==> src/rtl/itof_pipe.sv <==
// itof_pipe: three-stage pipelined XLEN-bit integer to IEEE-754 binary32 converter
// Ports: clk/rstn clock and async active-low reset; in_valid/in_ready/in_x/in_unsigned/
// in_rtz/in_tag issue side; out_valid/out_ready/out_res/out_inexact/out_tag result side.
module itof_pipe #(
  parameter int XLEN  = 32,
  parameter int TAG_W = 5
) (
  input  logic             clk,
  input  logic             rstn,
  input  logic             in_valid,
  output logic             in_ready,
  input  logic [XLEN-1:0]  in_x,
  input  logic             in_unsigned,
  input  logic             in_rtz,
  input  logic [TAG_W-1:0] in_tag,
  output logic             out_valid,
  input  logic             out_ready,
  output logic [31:0]      out_res,
  output logic             out_inexact,
  output logic [TAG_W-1:0] out_tag
);
  localparam int LW = $clog2(XLEN);
  logic             adv;
  logic             s1_valid_q, s1_sign_q, s1_rtz_q;
  logic [XLEN-1:0]  s1_mag_q;
  logic [TAG_W-1:0] s1_tag_q;
  logic             s1_sign_d;
  logic [XLEN-1:0]  s1_mag_d;
  logic             s2_valid_q, s2_sign_q, s2_rtz_q;
  logic [XLEN-1:0]  s2_norm_q;
  logic [7:0]       s2_e_q;
  logic [TAG_W-1:0] s2_tag_q;
  logic [LW-1:0]    lz;
  logic [XLEN-1:0]  s2_norm_d;
  logic [7:0]       s2_e_d;
  logic [22:0]      frac_t;
  logic             g, st, up, zero;
  logic [23:0]      frac_sum;
  logic [31:0]      res_d;
  logic             inexact_d;
  // whole pipe advances together; a stalled output freezes every stage
  assign adv      = ~out_valid | out_ready;
  assign in_ready = adv;
  assign s1_sign_d = ~in_unsigned & in_x[XLEN-1];
  assign s1_mag_d  = s1_sign_d ? -in_x : in_x;
  // highest set bit wins because later iterations overwrite earlier ones
  always_comb begin
    lz = '0;
    for (int i = 0; i < XLEN; i++) lz = s1_mag_q[i] ? LW'(XLEN - 1 - i) : lz;
  end
  assign s2_norm_d = s1_mag_q << lz;
  assign s2_e_d    = 8'(XLEN - 1) - 8'(lz);
  // a normalised zero is the only value without its leading one set
  assign zero      = ~s2_norm_q[XLEN-1];
  assign frac_t    = s2_norm_q[XLEN-2 -: 23];
  assign g         = s2_norm_q[XLEN-25];
  assign st        = |s2_norm_q[XLEN-26:0];
  assign up        = ~s2_rtz_q & g & (st | frac_t[0]);
  assign frac_sum  = {1'b0, frac_t} + {23'd0, up};
  // a carry out leaves frac_sum[22:0] at zero, so only the exponent needs bumping
  assign res_d     = zero ? 32'h0 : {s2_sign_q, 8'd127 + s2_e_q + {7'd0, frac_sum[23]}, frac_sum[22:0]};
  assign inexact_d = ~zero & (g | st);
  always_ff @(posedge clk or negedge rstn) begin
    if (!rstn) begin
      s1_valid_q  <= 1'b0;
      s1_sign_q   <= 1'b0;
      s1_rtz_q    <= 1'b0;
      s1_mag_q    <= '0;
      s1_tag_q    <= '0;
      s2_valid_q  <= 1'b0;
      s2_sign_q   <= 1'b0;
      s2_rtz_q    <= 1'b0;
      s2_norm_q   <= '0;
      s2_e_q      <= '0;
      s2_tag_q    <= '0;
      out_valid   <= 1'b0;
      out_res     <= '0;
      out_inexact <= 1'b0;
      out_tag     <= '0;
    end else if (adv) begin
      s1_valid_q  <= in_valid;
      s1_sign_q   <= s1_sign_d;
      s1_rtz_q    <= in_rtz;
      s1_mag_q    <= s1_mag_d;
      s1_tag_q    <= in_tag;
      s2_valid_q  <= s1_valid_q;
      s2_sign_q   <= s1_sign_q;
      s2_rtz_q    <= s1_rtz_q;
      s2_norm_q   <= s2_norm_d;
      s2_e_q      <= s2_e_d;
      s2_tag_q    <= s1_tag_q;
      out_valid   <= s2_valid_q;
      out_res     <= res_d;
      out_inexact <= inexact_d;
      out_tag     <= s2_tag_q;
    end
  end
endmodule

==> config.mk <==
export PLATFORM = sky130hd
export DESIGN_NAME = itof_pipe
export DESIGN_NICKNAME = d
export VERILOG_FILES = /design/src/rtl/itof_pipe.sv
export SDC_FILE = /design/constraint.sdc
export NUM_CORES = 1
export LEC_CHECK = 0
export ABC_AREA = 1
export CORE_MARGIN = 8
export CORE_UTILIZATION = 49
export DETAILED_ROUTE_END_ITERATION = 10
export GPL_TIMING_DRIVEN = 0
export PLACE_DENSITY = 0.71
export SETUP_SLACK_MARGIN = 0.15
export SYNTH_ARGS = -nofsm -noshare
export SYNTH_HDL_FRONTEND = slang
export SYNTH_SLANG_ARGS = --single-unit
==> constraint.sdc <==
create_clock -name clk -period 4.4 [get_ports clk]
set_input_delay 0.88 -clock clk [delete_from_list [all_inputs] [get_ports clk]]
set_output_delay 0.88 -clock clk [all_outputs]
set_load 0.01 [all_outputs]
======== After elaboration in Yosys (flattened, before gate mapping) ========
Cells that the tools add are included.
word-level totals
  bits in registers ....................... 127
  bits in latches ......................... 0
  memory bits (writable) .................. 0
  ROM bits ................................ 0
  input bits .............................. 43
  output and inout bits ................... 40
  logic and storage cells ................. 66
  memories ................................ 0
cells by class
  add/subtract/negate cells ............... 5
  multipliers ............................. 0
  div/mod/pow operators ................... 0
  order comparisons ....................... 0
  equality and inequality tests ........... 0
  shift-type cells ........................ 1
  mux-type cells .......................... 34
  bitwise logic cells ..................... 10
  reduce and logical (&&, ||, !) cells .... 1
operators by type and width
  cell                                             count
  2-to-1 mux 5 bit                                 32
  2-to-1 mux 32 bit                                2
  negator 32 bit                                   1
  << shifter 32 x 5 -> 32 bit                      1
  adder 23 x 1 -> 24 bit                           1
  adder 7 x 8 -> 8 bit, first input constant       1
  adder 8 x 1 -> 8 bit                             1
  OR reduction 7 bit                               1
  subtractor 5 x 5 -> 6 bit, first input constant  1
  bitwise AND 1 bit                                4
  inverter 1 bit                                   3
  OR 1 bit                                         3

======== Logic depth before layout (Yosys ltp) ========
Gate-level depths: netlist of the first run.
  depth after elaboration ................. 33
  gate-level depth with buffers ........... 40
  gate-level depth less buffers ........... 40

======== Least setup slack after synthesis of the first run ========
No wires, ideal clock.
  path kind ............................... reg2reg
  start ................................... reg s2_norm_q[3]
  end ..................................... reg out_res[27]
  setup time .............................. 0.125 ns
  arrival time ............................ 3.412 ns
  required time ........................... 4.275 ns
  slack ................................... 0.864 ns
  cell stages (with the launch flop) ...... 28
  path buffers ............................ 0
  clock period less this slack ............ 3.536 ns
  path through ............................ dfrtp_1 > nor2_1 > nand4_1 > o21ai_0 > nor2_1 > ha_1 > nand3_1 > nor2_1 > inv_1 > nor3_1 > nand2_1 > nor2_1 > inv_1 > nor2_1 > inv_1 > nor2_1 > inv_1 > nor4_1 > nand2_1 > nor2_1 > inv_1 > or4_1 > ha_1 > ha_1 > nand2_1 > nor2_1 > nand2_1 > nand3_1
between the ends
  longest elaborated chain between the ends .. 6
ends and longest elaborated chain
  what                    RTL line  source
  from (decl)             30        logic [XLEN-1:0] s2_norm_q;
  from (signal assigned)  89        s2_norm_q <= s2_norm_d;
  OR reduction 7 bit      57        assign st = |s2_norm_q[XLEN-26:0];
  OR 1 bit                58        assign up = ~s2_rtz_q & g & (st | frac_t[0]);
  bitwise AND 1 bit       58
  adder 23 x 1 -> 24 bit  59        assign frac_sum = {1'b0, frac_t} + {23'd0, up};
  adder 8 x 1 -> 8 bit    61        assign res_d = zero ? 32'h0 : {s2_sign_q, 8'd127 + s2_e_q + {7'd0, frac_sum[23]}, frac_sum[22:0]};
  2-to-1 mux 32 bit       61
  to (signal assigned)    93        out_res <= res_d;
  to (decl)               18        output logic [31:0] out_res,
Every way passes these cells.
A chain may end at the register's enable or synchronous reset.

======== Worst setup path in the final report of the first run ========
  start ................................... in out_ready
  end ..................................... out in_ready
between the ends
  longest elaborated chain between the ends .. 1
ends and longest elaborated chain
  what         RTL line  source
  from (decl)  17        input logic out_ready,
  OR 1 bit     42        assign adv = ~out_valid | out_ready;
  to (decl)    11        output logic in_ready,
Every way passes these cells.

==> metrics.txt, run 1 <==
outcome complete, no violations; die area 19500 um^2; pin count of the biggest net entering global routing 92; main combinational cell family by area after synthesis simple AND/OR/NAND/NOR gates; clock tree root buffer cell clkbuf_16; Final setup viols 0; CP Capture Type output pin; sequential share of power 0.312; Post-Route WL 23.3 mm; Tmin final 4.15 ns; CP max FO 10; pwr/cell area 667 nW/um^2; Arrival @ worst endpoint 3.27 ns; critical path, cell by cell clkdlybuf4s50_1, nor2_1, inv_2, clkbuf_1, clkdlybuf4s50_1; Area Growth Syn to Fin 23.4%; CORE AREA 15100 um^2; M2 GR Usage 0.403; Antenna Violating Nets Remaining 0; WL per Instance 17.0 um; Max VDD drop 0.321 mV; met1 Use GR 0.292; sequential-to-total area share from yosys stat 0.413; number of synthesized flops with an enable pin 0; final total power 6.18 mW; Synth Flop Type dfrtp_1; Initial Utilization 0.498; Netlist cell types 38; Placed Area 8600 um^2; worst skew pair latency 0.43 ns; Fill cells 1451; routing usage on met3 0.0390; CTS clk-pin slew, worst paths 0.06 ns; sw frac 0.436; post-synthesis adder-cell area fraction 0.00833; TritonCTS buffer count 17; clock sinks 124; Vias per Instance 5.46; cell-internal power 3.49 mW; Warnings, synthesis 0; Port Buffers 82; sw power 2.69 mW; Synth Area in XOR/XNOR 0.0350; mux contribution to synthesized area 0; Clock Skew 0.00688 ns; Clock Path Buffers 2; Setup WS pre-CTS 0.0365 ns; Hold Vio Cnt, Final 0; Critical Path RT 3.52 ns; delay of the slowest critical-path stage 0.76 ns; TritonRoute pass-1 iters 5; Startpoint Class primary input; first-pass GRT wire length 37.1 mm; fraction of registers with async set/reset 1.00; diodes inserted 0; FMAX 241 MHz; period utilization 0.943; Hold Path Class in2async; fraction of the mapped netlist area in compound gates 0.122; Die Height 140 um; # H-tree levels 4; Via Count 7489; Synth Area per Inst 7.06 um^2; Mapped Cells 1064; slew margin rel. 0.331; TNS Setup 0 ns; layer with the highest usage met2; Synth Register Bits 124; Slew Viols, Final 0; kind of critical path in2out; most used cell, CP clkdlybuf4s50_1; Gate power share 0.461; CTS tree yes; post-route cell area 9270 um^2; slowest stage cell, crit path nor2_1; P_leak 4.24 nW; num rows 45; Syn Nets 1112; share of cells above drive strength 1 0.0541; sequential cell area 3100 um^2; initial antenna violation count 0; Syn Std Cell Area 7510 um^2; Chip Width 140 um; simple-gate area share of the yosys netlist 0.343; cts hold-fix bufs 0; maxcap violations 0; IO Pins 83; worst-margin pin slew 1.00 ns; via count of the first global-routing pass 7228; area of the multi-input gates 3870 um^2; detailed placer's ending HPWL 18.0 mm; total track usage 0.240; GP Congestion 0.975; Clock Power Share 0.228; Starting DRT DRC Count 573; DRC 0; Layout Nets 1218; final worst slack 0.252 ns; RSZ-0062 raised after global routing false; GRT overflow 0
-- routing by layer --
metal,vias up,share of wire
met2,194,0.48
met3,47,0.039
li1,3752,-
met4,0,0.039
met5,-,0
met1,3496,0.44
-- cells in the mapped netlist, types with 14 or more instances --
library cell	count	area (um^2)
nand2_1	304	1140
dfrtp_1	124	3100
nor2_1	76	285
xor2_1	21	184
o211ai_1	17	128
o21ai_0	86	430
clkbuf_1	42	158
a21oi_1	18	90.1
inv_1	94	353
nand3_1	185	926
nor3_1	14	70.1
-- worst max-delay path: cells and delay by family --
family                 cells  cell delay [ns]
buffers and inverters      4             1.62
and+or+nand+nor            1             0.76
-- per-stage QoR --
stage	util	hold slack (ns)	instances
finish	0.614	0.328	1371
global route	0.614	0.355	1371
CTS	0.609	0.331	1367
detailed placement	0.570	0.435	1335
global placement	0.568	0.429	1334
floorplan	-	0.420	1064
-- state kept, by name (all words and copies together), names as in the netlist, 5 cells and up --
| name | flops |
|---|---|
| s2_e_q | 5 |
| s1_tag_q | 5 |
| out_tag | 5 |
| out_res | 32 |
| s1_mag_q | 32 |
| s2_tag_q | 5 |
| s2_norm_q | 32 |
-- worst paths after layout --
path | cells past startpoint | slack, ns | endpoint | startpoint
min in group clk | 2 | 0.45 | out_valid$_DFFE_PN0P_ | s2_valid_q$_DFFE_PN0P_
hold / removal | 1 | 0.33 | s1_mag_q[30]$_DFFE_PN0P_ | rstn
setup reg to reg | 27 | 0.43 | out_res[27]$_DFFE_PN0P_ | s2_norm_q[3]$_DFFE_PN0P_
setup / recovery | 5 | 0.25 | in_ready | out_ready
max in group asynchronous | 2 | 3.31 | s2_norm_q[18]$_DFFE_PN0P_ | rstn
hold reg to reg | 2 | 0.45 | out_valid$_DFFE_PN0P_ | s2_valid_q$_DFFE_PN0P_
-- power groups by stage --
stage	logic (mW)	clock network, mW	registers [mW]
detailed placement	2.78	0	1.93
finish	2.85	1.41	1.93
global placement	2.76	0	1.92
global route	3.17	1.47	1.98
floorplan	1.72	0	1.93
CTS	2.80	1.41	1.92
-- kinds of logic after synthesis --
kind of cell,Yosys count
AND/OR/NAND/NOR,602
AO/OA/AOI/OAI,155
buffers and inverters,148
flip-flops,124
XOR/XNOR,30
adder cells (fa/ha/maj),5
-- area by class of cell --
cell class                 instances  share of cell area
timing repair buffer              87              0.0949
clock inverter                    15              0.0176
multi-input combinational        792               0.418
inverter                          99              0.0401
sequential                       124               0.335
tap                              188              0.0254
clock buffer                      17              0.0459
buffer                            49              0.0231
-- placed cells by master (no fill, tap or decap), types with 8 or more instances in the layout --
cell type,count
nand2_1,303
nand3_1,184
dfrtp_1,124
inv_1,92
o21ai_0,85
clkdlybuf4s50_1,81
nor2_1,73
clkbuf_1,42
xor2_1,21
a21oi_1,18
o211ai_1,17
clkbuf_16,17
nor3_1,13
a32o_1,9
xnor2_1,9
nand4_1,9
o31ai_1,8
-- what timing repair did --
action,CTS,global route
setup endpoints to repair,4,9
pin swaps,0,8
gates resized for setup,1,15
setup buffers,0,4
(Power assumes the default switching activity.)
==> inputs of run 2 (changes only) <==
--- a/config.mk
+++ b/config.mk
@@ -7,10 +7,9 @@
 export LEC_CHECK = 0
 export ABC_AREA = 1
 export CORE_MARGIN = 8
-export CORE_UTILIZATION = 49
+export CORE_UTILIZATION = 35
 export DETAILED_ROUTE_END_ITERATION = 10
 export GPL_TIMING_DRIVEN = 0
-export PLACE_DENSITY = 0.71
 export SETUP_SLACK_MARGIN = 0.15
 export SYNTH_ARGS = -nofsm -noshare
 export SYNTH_HDL_FRONTEND = slang
==> metrics.txt, run 2 (synthesis results as in run 1) <==
Die Height 162 um; P_leak 4.26 nW; FMAX 254 MHz; Chip Width 162 um; area of the multi-input gates 3890 um^2; CTS clk-pin slew, worst paths 0.06 ns; outcome complete, no violations; leading cell type in the layout, fill and taps excluded nand2_1; period utilization 0.895; FF-to-FF End out_res[27]$_DFFE_PN0P_; sequential cell area 3100 um^2; DRC 0; Post-Route WL 24.0 mm; Clock Skew 0.00666 ns; CTS tree yes; R2R Path Start s2_norm_q[3]$_DFFE_PN0P_; R2R depth 27; Startpoint Class primary input; commonest non-fill, non-tap cells in the layout nand2_1 (302), nand3_1 (184), dfrtp_1 (124); Top Registers out_res x32, s1_mag_q x32, s2_norm_q x32; CP max FO 10; IO Pins 83; RSZ-0062 raised after global routing false; GRT overflow 0; detailed placer's ending HPWL 18.5 mm; Final setup viols 0; maxcap violations 0; slowest stage cell, crit path clkdlybuf4s50_1; CORE AREA 21000 um^2; Hold Vio Cnt, Final 0; Via Count 7434; worst skew pair latency 0.42 ns; Vias per Instance 5.11; Hold Path Class in2async; share of cells above drive strength 1 0.0533; most used cell, CP clkdlybuf4s50_1; pwr/cell area 670 nW/um^2; CP Capture Type output pin; Starting DRT DRC Count 492; Clock Path Buffers 2; Area Growth Syn to Fin 25.6%; via count of the first global-routing pass 7204; TNS Setup 0 ns; clock sinks 124; critical path, cell by cell clkdlybuf4s50_1, nor2_2, inv_2, clkbuf_1, clkdlybuf4s50_1; first-pass GRT wire length 38.5 mm; Initial Utilization 0.357; clock tree root buffer cell clkbuf_16; diodes inserted 0; delay of the slowest critical-path stage 0.56 ns; Max VDD drop 0.212 mV; Critical Path RT 3.52 ns; worst-margin pin slew 0.877 ns; die area 26400 um^2; WL per Instance 16.5 um; slew margin rel. 0.415; Layout Nets 1217; num rows 53; Arrival @ worst endpoint 3.06 ns; cts hold-fix bufs 0; Port Buffers 82; FF-to-FF setup slack 0.47 ns; GP Congestion 0.938; TritonRoute pass-1 iters 5; initial antenna violation count 0; # H-tree levels 4; Tmin final 3.94 ns; Fill cells 2189; total track usage 0.184; Critical Path Source out_ready; Final Util 0.449; TritonCTS buffer count 17; kind of critical path in2out; Slew Viols, Final 0; pin count of the biggest net entering global routing 96; Antenna Violating Nets Remaining 0
run 2: critical path: cells and delay by family:
kind	cells	cell delay, ns
buf+inv	4	1.65
simple gates	1	0.52
run 2: cell type report:
class,count,share of cell area
Buffer,49,0.0227
Clock buffer,19,0.0480
Clock inverter,12,0.0198
Inverter,99,0.0394
Multi-Input combinational cell,792,0.412
Sequential cell,124,0.329
Tap cell,275,0.0365
Timing Repair Buffer,86,0.0925
run 2: layer usage:
layer / GRT usage / wire, um / vias to the layer above
li1: - / - / 3750
met4: 0.0711 / 597 / 0
met3: 0.0303 / 1140 / 32
met5: 0 / 0 / -
met2: 0.295 / 10900 / 194
met1: 0.245 / 11300 / 3458
run 2: timing repair:
item	CTS	global route
gates resized for setup	4	14
endpoints found under the setup margin	8	7
setup buffers	0	3
pin swaps	0	10
run 2: power by group:
part | internal, mW | switching [mW] | leakage, nW
Clock | 0.981 | 0.542 | 0.303
Combinational | 1.07 | 1.79 | 2.46
Sequential | 1.58 | 0.350 | 1.50
Total | 3.64 | 2.68 | 4.26
run 2: worst max path at each step:
stage / depth (start not counted) / end / slack, ns
after floorplan: 27 / out_res[27]$_DFFE_PN0P_ / 0.86
after global placement: 1 / s1_mag_q[1]$_DFFE_PN0P_ / -2.46
after detailed placement: 27 / out_res[27]$_DFFE_PN0P_ / -0.03
after CTS: 27 / out_res[27]$_DFFE_PN0P_ / 0.22
after global routing: 27 / out_res[27]$_DFFE_PN0P_ / 0.19
final: 5 / in_ready / 0.46
run 2: stage by stage:
stage	power (mW)	setup WS [ns]	instance area, um^2	std cells	hold slack, ns
floorplan	3.65	0.864	7510	1064	0.420
global placement	4.72	-2.46	8680	1421	0.434
detailed placement	4.74	-0.0272	8700	1422	0.435
CTS	6.29	0.222	9360	1453	0.327
global route	6.81	0.191	9430	1456	0.340
finish	6.32	0.461	9430	1456	0.322
==> inputs of run 3 (changes only) <==
--- a/config.mk
+++ b/config.mk
@@ -8,6 +8,7 @@
 export ABC_AREA = 1
 export CORE_MARGIN = 8
 export CORE_UTILIZATION = 35
+export CTS_CLUSTER_SIZE = 14
 export DETAILED_ROUTE_END_ITERATION = 10
 export GPL_TIMING_DRIVEN = 0
 export SETUP_SLACK_MARGIN = 0.15
==> results of run 3 <==
No change in the layout: final DEF, timing and power equal those of run 2.
